<file path="config.mk">
export PLATFORM = sky130hd
export DESIGN_NAME = fetch_redirect_ctrl_flat
export DESIGN_NICKNAME = d
export VERILOG_FILES = /design/src/rtl/fetch_redirect_ctrl_pkg.sv /design/src/rtl/fetch_redirect_ctrl_if.sv /design/src/rtl/fetch_redirect_ctrl_redirect_select.sv /design/src/rtl/fetch_redirect_ctrl.sv /design/src/flat_wrapper.sv
export SDC_FILE = /design/constraint.sdc
export NUM_CORES = 1
export LEC_CHECK = 0
export ABC_AREA = 1
export BUFFER_PORTS_ARGS = -buffer_cell sky130_fd_sc_hd__buf_2
export CORE_UTILIZATION = 45
export CTS_CLUSTER_SIZE = 14
export DETAILED_ROUTE_END_ITERATION = 6
export PLACE_DENSITY = 0.92
export SYNTH_ARGS = -nofsm -noshare
export SYNTH_HDL_FRONTEND = slang
export SYNTH_SLANG_ARGS = --single-unit
</file>
<file path="constraint.sdc">
create_clock -name clk -period 1.8 [get_ports clk]
set_input_delay 0.36 -clock clk [delete_from_list [all_inputs] [get_ports clk]]
set_output_delay 0.36 -clock clk [all_outputs]
set_load 0.01 [all_outputs]
</file>
<file path="src/rtl/fetch_redirect_ctrl_pkg.sv">
// Shared types for the fetch redirect controller: FSM states, redirect causes
// and the PC alignment helper used on every redirect target.
package fetch_redirect_ctrl_pkg;

    typedef enum logic [2:0] {
        BOOT  = 3'd0,
        WRITE = 3'd1,
        DRAIN = 3'd2,
        RUN   = 3'd3,
        FLUSH = 3'd4,
        HALT  = 3'd5
    } FetchCtrlState;

    typedef enum logic [2:0] {
        NONE    = 3'd0,
        TRAP    = 3'd1,
        MISPRED = 3'd2,
        FENCEI  = 3'd3,
        DECODE  = 3'd4,
        RESUME  = 3'd5
    } RedirectCause;

    // Fetch addresses are at least halfword aligned; bit 0 is never a real address bit.
    function automatic logic [31:0] align_pc(input logic [31:0] pc);
        return {pc[31:1], 1'b0};
    endfunction

endpackage

</file>
<file path="src/rtl/fetch_redirect_ctrl_if.sv">
// Redirect sources, stall inputs, icache flush handshake and PC-block drive.
// Flush handshake: OUT_icFlushReq is held high until IN_icFlushAck is sampled high on a rising clk edge.
interface fetch_redirect_ctrl_if;
    logic        IN_trapValid;
    logic [31:0] IN_trapPc;
    logic        IN_mispredValid;
    logic [31:0] IN_mispredPc;
    logic        IN_fenceiValid;
    logic [31:0] IN_fenceiPc;
    logic        IN_decRedirValid;
    logic [31:0] IN_decRedirPc;
    logic        OUT_icFlushReq;
    logic        IN_icFlushAck;
    logic        IN_icReady;
    logic        IN_ibufFull;
    logic        IN_haltReq;
    logic        IN_resumeValid;
    logic [31:0] IN_resumePc;
    logic [31:0] OUT_pc;
    logic        OUT_write;
    logic        OUT_en0;
    logic        OUT_en1;
    logic        OUT_halted;

    modport master (
        output IN_trapValid, IN_trapPc, IN_mispredValid, IN_mispredPc,
        output IN_fenceiValid, IN_fenceiPc, IN_decRedirValid, IN_decRedirPc,
        output IN_icFlushAck, IN_icReady, IN_ibufFull,
        output IN_haltReq, IN_resumeValid, IN_resumePc,
        input  OUT_icFlushReq, OUT_pc, OUT_write, OUT_en0, OUT_en1, OUT_halted
    );

    modport slave (
        input  IN_trapValid, IN_trapPc, IN_mispredValid, IN_mispredPc,
        input  IN_fenceiValid, IN_fenceiPc, IN_decRedirValid, IN_decRedirPc,
        input  IN_icFlushAck, IN_icReady, IN_ibufFull,
        input  IN_haltReq, IN_resumeValid, IN_resumePc,
        output OUT_icFlushReq, OUT_pc, OUT_write, OUT_en0, OUT_en1, OUT_halted
    );
endinterface

</file>
<file path="src/rtl/fetch_redirect_ctrl_redirect_select.sv">
// Fixed-priority redirect arbiter: trap > mispred > fencei > decode.
// While a flush is running only trap and mispredict may replace the pending target.
module redirect_select
    import fetch_redirect_ctrl_pkg::*;
(
    input  logic         trap_valid,
    input  logic [31:0]  trap_pc,
    input  logic         mispred_valid,
    input  logic [31:0]  mispred_pc,
    input  logic         fencei_valid,
    input  logic [31:0]  fencei_pc,
    input  logic         dec_valid,
    input  logic [31:0]  dec_pc,
    input  logic         flush_active,
    output RedirectCause cause,
    output logic [31:0]  target
);

    always_comb begin
        cause  = NONE;
        target = '0;
        if (trap_valid) begin
            cause  = TRAP;
            target = align_pc(trap_pc);
        end else if (mispred_valid) begin
            cause  = MISPRED;
            target = align_pc(mispred_pc);
        end else if (fencei_valid && !flush_active) begin
            cause  = FENCEI;
            target = align_pc(fencei_pc);
        end else if (dec_valid && !flush_active) begin
            cause  = DECODE;
            target = align_pc(dec_pc);
        end
    end

endmodule

</file>
<file path="src/rtl/fetch_redirect_ctrl.sv">
// Fetch redirect controller: arbitrates redirects, sequences PC writes, drains
// stale pcLast, runs the icache flush for fence.i and handles debug halt/resume.
module fetch_redirect_ctrl
    import fetch_redirect_ctrl_pkg::*;
#(
    parameter logic [31:0] RESET_VEC = 32'h0000_0000
)
(
    input  logic                   clk,
    input  logic                   rst,
    fetch_redirect_ctrl_if.slave   bus,
    output FetchCtrlState          state_dbg
);

    FetchCtrlState state_q, state_d;
    logic [31:0]   pc_q, pc_d;
    RedirectCause  cause;
    logic [31:0]   target;
    logic          stall;

    assign stall = ~bus.IN_icReady | bus.IN_ibufFull;

    redirect_select u_redirect_select (
        .trap_valid    (bus.IN_trapValid),
        .trap_pc       (bus.IN_trapPc),
        .mispred_valid (bus.IN_mispredValid),
        .mispred_pc    (bus.IN_mispredPc),
        .fencei_valid  (bus.IN_fenceiValid),
        .fencei_pc     (bus.IN_fenceiPc),
        .dec_valid     (bus.IN_decRedirValid),
        .dec_pc        (bus.IN_decRedirPc),
        .flush_active  (state_q == FLUSH),
        .cause         (cause),
        .target        (target)
    );

    // pc_q doubles as the pending target while a flush is in progress.
    always_ff @(posedge clk or posedge rst) begin
        if (rst) begin
            state_q <= BOOT;
            pc_q    <= RESET_VEC;
        end else begin
            state_q <= state_d;
            pc_q    <= pc_d;
        end
    end

    always_comb begin
        state_d            = state_q;
        pc_d               = pc_q;
        bus.OUT_write      = 1'b0;
        bus.OUT_en0        = 1'b0;
        bus.OUT_en1        = 1'b0;
        bus.OUT_icFlushReq = 1'b0;
        bus.OUT_halted     = 1'b0;
        case (state_q)
            BOOT: begin
                state_d = WRITE;
                pc_d    = RESET_VEC;
            end
            WRITE: begin
                bus.OUT_write = 1'b1;
                if (cause != NONE) begin
                    pc_d = target;
                end else begin
                    state_d = DRAIN;
                end
            end
            DRAIN: begin
                // en1 stays low so the stale pcLast is never forwarded.
                bus.OUT_en0 = !stall;
                if (cause != NONE) begin
                    state_d = (cause == FENCEI) ? FLUSH : WRITE;
                    pc_d    = target;
                end else if (!stall) begin
                    state_d = RUN;
                end
            end
            RUN: begin
                bus.OUT_en0 = !stall;
                bus.OUT_en1 = !stall;
                if (cause != NONE) begin
                    state_d = (cause == FENCEI) ? FLUSH : WRITE;
                    pc_d    = target;
                end else if (bus.IN_haltReq) begin
                    state_d = HALT;
                end
            end
            FLUSH: begin
                bus.OUT_icFlushReq = 1'b1;
                if (cause != NONE) begin
                    pc_d = target;
                end
                if (bus.IN_icFlushAck) begin
                    state_d = WRITE;
                end
            end
            HALT: begin
                bus.OUT_halted = 1'b1;
                if (bus.IN_resumeValid) begin
                    state_d = WRITE;
                    pc_d    = align_pc(bus.IN_resumePc);
                end
            end
            default: begin
                state_d = BOOT;
            end
        endcase
    end

    assign bus.OUT_pc = pc_q;
    assign state_dbg  = state_q;

endmodule

</file>
<file path="src/flat_wrapper.sv">
// flat-port wrapper written by rule: the top's interface ports become plain ports
module fetch_redirect_ctrl_flat import fetch_redirect_ctrl_pkg::*;
#(
    parameter logic [31:0] RESET_VEC = 32'h0000_0000
)
  (clk, rst, state_dbg, bus_IN_trapValid, bus_IN_trapPc, bus_IN_mispredValid, bus_IN_mispredPc, bus_IN_fenceiValid, bus_IN_fenceiPc, bus_IN_decRedirValid, bus_IN_decRedirPc, bus_IN_icFlushAck, bus_IN_icReady, bus_IN_ibufFull, bus_IN_haltReq, bus_IN_resumeValid, bus_IN_resumePc, bus_OUT_icFlushReq, bus_OUT_pc, bus_OUT_write, bus_OUT_en0, bus_OUT_en1, bus_OUT_halted);
  fetch_redirect_ctrl_if bus_i ();
  input  logic clk;
  input  logic rst;
  output FetchCtrlState state_dbg;
  input wire logic [$bits(bus_i.IN_trapValid)-1:0] bus_IN_trapValid;
  input wire logic [$bits(bus_i.IN_trapPc)-1:0] bus_IN_trapPc;
  input wire logic [$bits(bus_i.IN_mispredValid)-1:0] bus_IN_mispredValid;
  input wire logic [$bits(bus_i.IN_mispredPc)-1:0] bus_IN_mispredPc;
  input wire logic [$bits(bus_i.IN_fenceiValid)-1:0] bus_IN_fenceiValid;
  input wire logic [$bits(bus_i.IN_fenceiPc)-1:0] bus_IN_fenceiPc;
  input wire logic [$bits(bus_i.IN_decRedirValid)-1:0] bus_IN_decRedirValid;
  input wire logic [$bits(bus_i.IN_decRedirPc)-1:0] bus_IN_decRedirPc;
  input wire logic [$bits(bus_i.IN_icFlushAck)-1:0] bus_IN_icFlushAck;
  input wire logic [$bits(bus_i.IN_icReady)-1:0] bus_IN_icReady;
  input wire logic [$bits(bus_i.IN_ibufFull)-1:0] bus_IN_ibufFull;
  input wire logic [$bits(bus_i.IN_haltReq)-1:0] bus_IN_haltReq;
  input wire logic [$bits(bus_i.IN_resumeValid)-1:0] bus_IN_resumeValid;
  input wire logic [$bits(bus_i.IN_resumePc)-1:0] bus_IN_resumePc;
  output wire logic [$bits(bus_i.OUT_icFlushReq)-1:0] bus_OUT_icFlushReq;
  output wire logic [$bits(bus_i.OUT_pc)-1:0] bus_OUT_pc;
  output wire logic [$bits(bus_i.OUT_write)-1:0] bus_OUT_write;
  output wire logic [$bits(bus_i.OUT_en0)-1:0] bus_OUT_en0;
  output wire logic [$bits(bus_i.OUT_en1)-1:0] bus_OUT_en1;
  output wire logic [$bits(bus_i.OUT_halted)-1:0] bus_OUT_halted;
  assign bus_i.IN_trapValid = bus_IN_trapValid;
  assign bus_i.IN_trapPc = bus_IN_trapPc;
  assign bus_i.IN_mispredValid = bus_IN_mispredValid;
  assign bus_i.IN_mispredPc = bus_IN_mispredPc;
  assign bus_i.IN_fenceiValid = bus_IN_fenceiValid;
  assign bus_i.IN_fenceiPc = bus_IN_fenceiPc;
  assign bus_i.IN_decRedirValid = bus_IN_decRedirValid;
  assign bus_i.IN_decRedirPc = bus_IN_decRedirPc;
  assign bus_i.IN_icFlushAck = bus_IN_icFlushAck;
  assign bus_i.IN_icReady = bus_IN_icReady;
  assign bus_i.IN_ibufFull = bus_IN_ibufFull;
  assign bus_i.IN_haltReq = bus_IN_haltReq;
  assign bus_i.IN_resumeValid = bus_IN_resumeValid;
  assign bus_i.IN_resumePc = bus_IN_resumePc;
  assign bus_OUT_icFlushReq = bus_i.OUT_icFlushReq;
  assign bus_OUT_pc = bus_i.OUT_pc;
  assign bus_OUT_write = bus_i.OUT_write;
  assign bus_OUT_en0 = bus_i.OUT_en0;
  assign bus_OUT_en1 = bus_i.OUT_en1;
  assign bus_OUT_halted = bus_i.OUT_halted;
  fetch_redirect_ctrl #(.RESET_VEC(RESET_VEC)) u_core (.clk(clk), .rst(rst), .bus(bus_i), .state_dbg(state_dbg));
endmodule
</file>
==> flow_summary.toml <==
[setup_path]
crit_slowest_cell = "dfrtp_2"
cp-startpoint = "u_core.state_dbg[2]"
cp.arrival_ns = 1.33
slowest_delay_ns = 0.43
critical_path_required_ns = 1.44
critPathKind = "flop to primary output"
path_cells = "buf_4 -> nand3_2 -> buf_8 -> inv_1 -> buf_2"
reg2reg_from = "u_core.state_dbg[0]"
rr_worst_depth = 11
crit_path_start_kind = "flop"
crit_path_end_kind = "primary output"
cp_max_fo = 5

[drt]
dr.first_iter.drc_count = 141
vias = 4194
vias_per_cell = 4.702
avgRoutedWirePerCell_microns = 11.64
ant_nets = 0
wl_mm = 10.38
first_pass_iters = 4
drc = 0

[clock_network]
cts-hold-fix-buffers = 0
path_clk_slew_ns = 0.07
clk-insertion-delay-late_ns = 0.28
htreeDepth = 2
cts-buffers-inserted = 5
clock_sinks = 34
cts_tree = "yes"
cts_root_buffer = "clkbuf_8"
cts_buffer_depth = 2

[die]
die_area_sq_mm = 0.008316
num_io_pins = 211
core_area_sq_mm = 0.007727
row_count = 32
start_util_pct = 46.32
fp.dieH_microns = 91.19
dieWidth_microns = 91.19

[placed_design]
place.gp.congestion = 0.8930
portBuffers = 204
dpl.hpwl_mm = 8.046
placed_area_sq_mm = 0.004677
dp_slack_ns = 0.05508

[run]
maxCapViolCount = 0

[finish]
fill_cells = 722
antenna_cells = 0
fin_nets = 960
final_core_util_pct = 62.14
drive_gt1_share_pct = 41.90
syn2layout_area_growth_pct = 34.15
fin_area_sq_mm = 0.004802

[logic_synthesis]
synth_seq_cells = 34
synth.area.top_cells = "dfrtp_1, nand2_1, nor2_1, a21oi_2, inv_1"
synthDistinctLibCells = 30
netlist_area_sq_mm = 0.003580
synth_top_area_share_pct = 23.77
synth.avg_cell_area_sq_um = 6.067
synth_nets = 761
ys_warn_count = 0
ys_seq_area_share_pct = 23.77
syn_inst = 590
yosys.area.top_type = "dfrtp_1"

[global_routing]
grt_max_degree = 35
grt_first_pass_wirelength_mm = 16.84
grt_overflow = 0
track_usage_pct = 25.06
grt_pass1_vias = 3858
antenna_found_initial = 0

[sta]
fin_skew_ns = 0.005831
finalSetupTns_ns = 0
worst_pin_slew_ns = 0.5880
setup_ws_ns = 0.1107
finalHoldViolCount = 0
rsz0062_at_grt = "no"
fin_crit_sh_pct = 93.85
final-setup-viol-count = 0
max_freq_ghz = 0.5920
period_minus_slack_ns = 1.689
slew_violations = 0
maxSlewHeadroom_pct = 60.74

[pwr]
power_leakage_nw = 2.810
peakVddDrop_v = 0.0004293
cellPowerDensity_mw_per_mm2 = 1004

[min_path]
min_path_type = "input pin to async pin"

[outcome]
status = "finished clean"
## worst max-delay path: cells and delay by family, from the launching register on
kind                   cells  cell delay, ns
AND/OR/NAND/NOR            1            0.13
flip-flops                 1            0.43
buffers and inverters      4            0.48
## layer usage
metal | wire length [microns] | global-route usage (%)
met5 | 0 | 0
met4 | 93 | 6.085
met3 | 708 | 4.020
met2 | 5291 | 46.65
met1 | 4285 | 29.83
## cell usage in the layout, fill, tap and decap left out, drive strengths merged
| cell | Yosys | final |
|---|---|---|
| nand3 | 41 | 41 |
| nand2 | 173 | 173 |
| and3 | 1 | 1 |
| a21oi | 36 | 36 |
| inv | 75 | 75 |
| dfrtp | 34 | 34 |
| buf | 20 | 224 |
| or2 | 29 | 29 |
| clkbuf | 12 | 7 |
| nor2 | 164 | 164 |
| nor3 | 1 | 1 |
| clkinv | 0 | 1 |
| nand4 | 1 | 1 |
| conb | 1 | 1 |
| o21ai | 2 | 2 |
## cell type report
cell class | instances | area, sq um | share of cell area [%]
Clock buffer | 7 | 86.33 | 1.798
Timing Repair Buffer | 224 | 1211 | 25.22
Inverter | 75 | 286.5 | 5.967
Clock inverter | 1 | 5.005 | 0.1042
Sequential cell | 34 | 852.1 | 17.74
Multi-Input combinational cell | 449 | 2233 | 46.51
Tap cell | 102 | 127.6 | 2.658
## synth_stat cells
master / n
nand2_1: 166
a21oi_1: 5
or2_1: 8
nor2_8: 1
buf_8: 1
nor3_1: 1
nor2_2: 12
or2_2: 19
buf_4: 4
nand2_4: 6
clkbuf_1: 12
or2_0: 2
dfrtp_1: 34
and3_1: 1
nand4_1: 1
buf_12: 2
inv_1: 68
buf_1: 2
conb_1: 1
nand3_1: 39
nand2_2: 1
nor2_1: 131
buf_2: 8
buf_6: 3
nor2_4: 20
inv_2: 6
a21oi_2: 31
nand3_2: 2
inv_4: 1
o21ai_0: 2
## kinds of logic (layout without fill, tap and decap cells)
logic type / Yosys count / in the layout / synth area share (%)
AOI/OAI and AO/OA: 38 / 38 / 8.563
buffers and inverters: 107 / 307 / 13.84
DFF: 34 / 34 / 23.77
other: 1 / 1 / 0.1048
and+or+nand+nor: 410 / 410 / 53.72
## worst paths after layout
check / slack [ns] / endpoint
setup reg to reg: 0.12 / u_core.bus.OUT_pc[2]
min in group clk: 0.39 / u_core.bus.OUT_pc[7]
max in group asynchronous: 1.29 / u_core.state_dbg[2]
setup / recovery: 0.11 / bus_OUT_halted
hold reg to reg: 0.50 / u_core.bus.OUT_pc[7]
hold / removal: 0.18 / u_core.bus.OUT_pc[31]
## power by group
part	internal [mW]	switching, mW
logic	1.13	1.62
clock network	0.309	0.278
registers	1.14	0.345
## state kept, by name (all words and copies together) (netlist names)
register / cells
u_core.state_dbg: 3
u_core.bus.OUT_pc: 31
## through the flow
| stage | total power, mW | std cells | hold slack [ns] |
|---|---|---|---|
| global placement | 4.158 | 882 | 0.4825 |
| floorplan | 3.327 | 590 | 0.5016 |
| global route | 5.232 | 892 | 0.2046 |
| CTS | 4.852 | 890 | 0.1848 |
| detailed placement | 4.242 | 882 | 0.4777 |
| finish | 4.820 | 892 | 0.1796 |
## repair_timing
item                       in CTS  in global routing
buffers inserted                0                  2
setup endpoints to repair       1                 32
resized for setup               1                  6
Note: power is estimated with default switching activity, not from simulation.
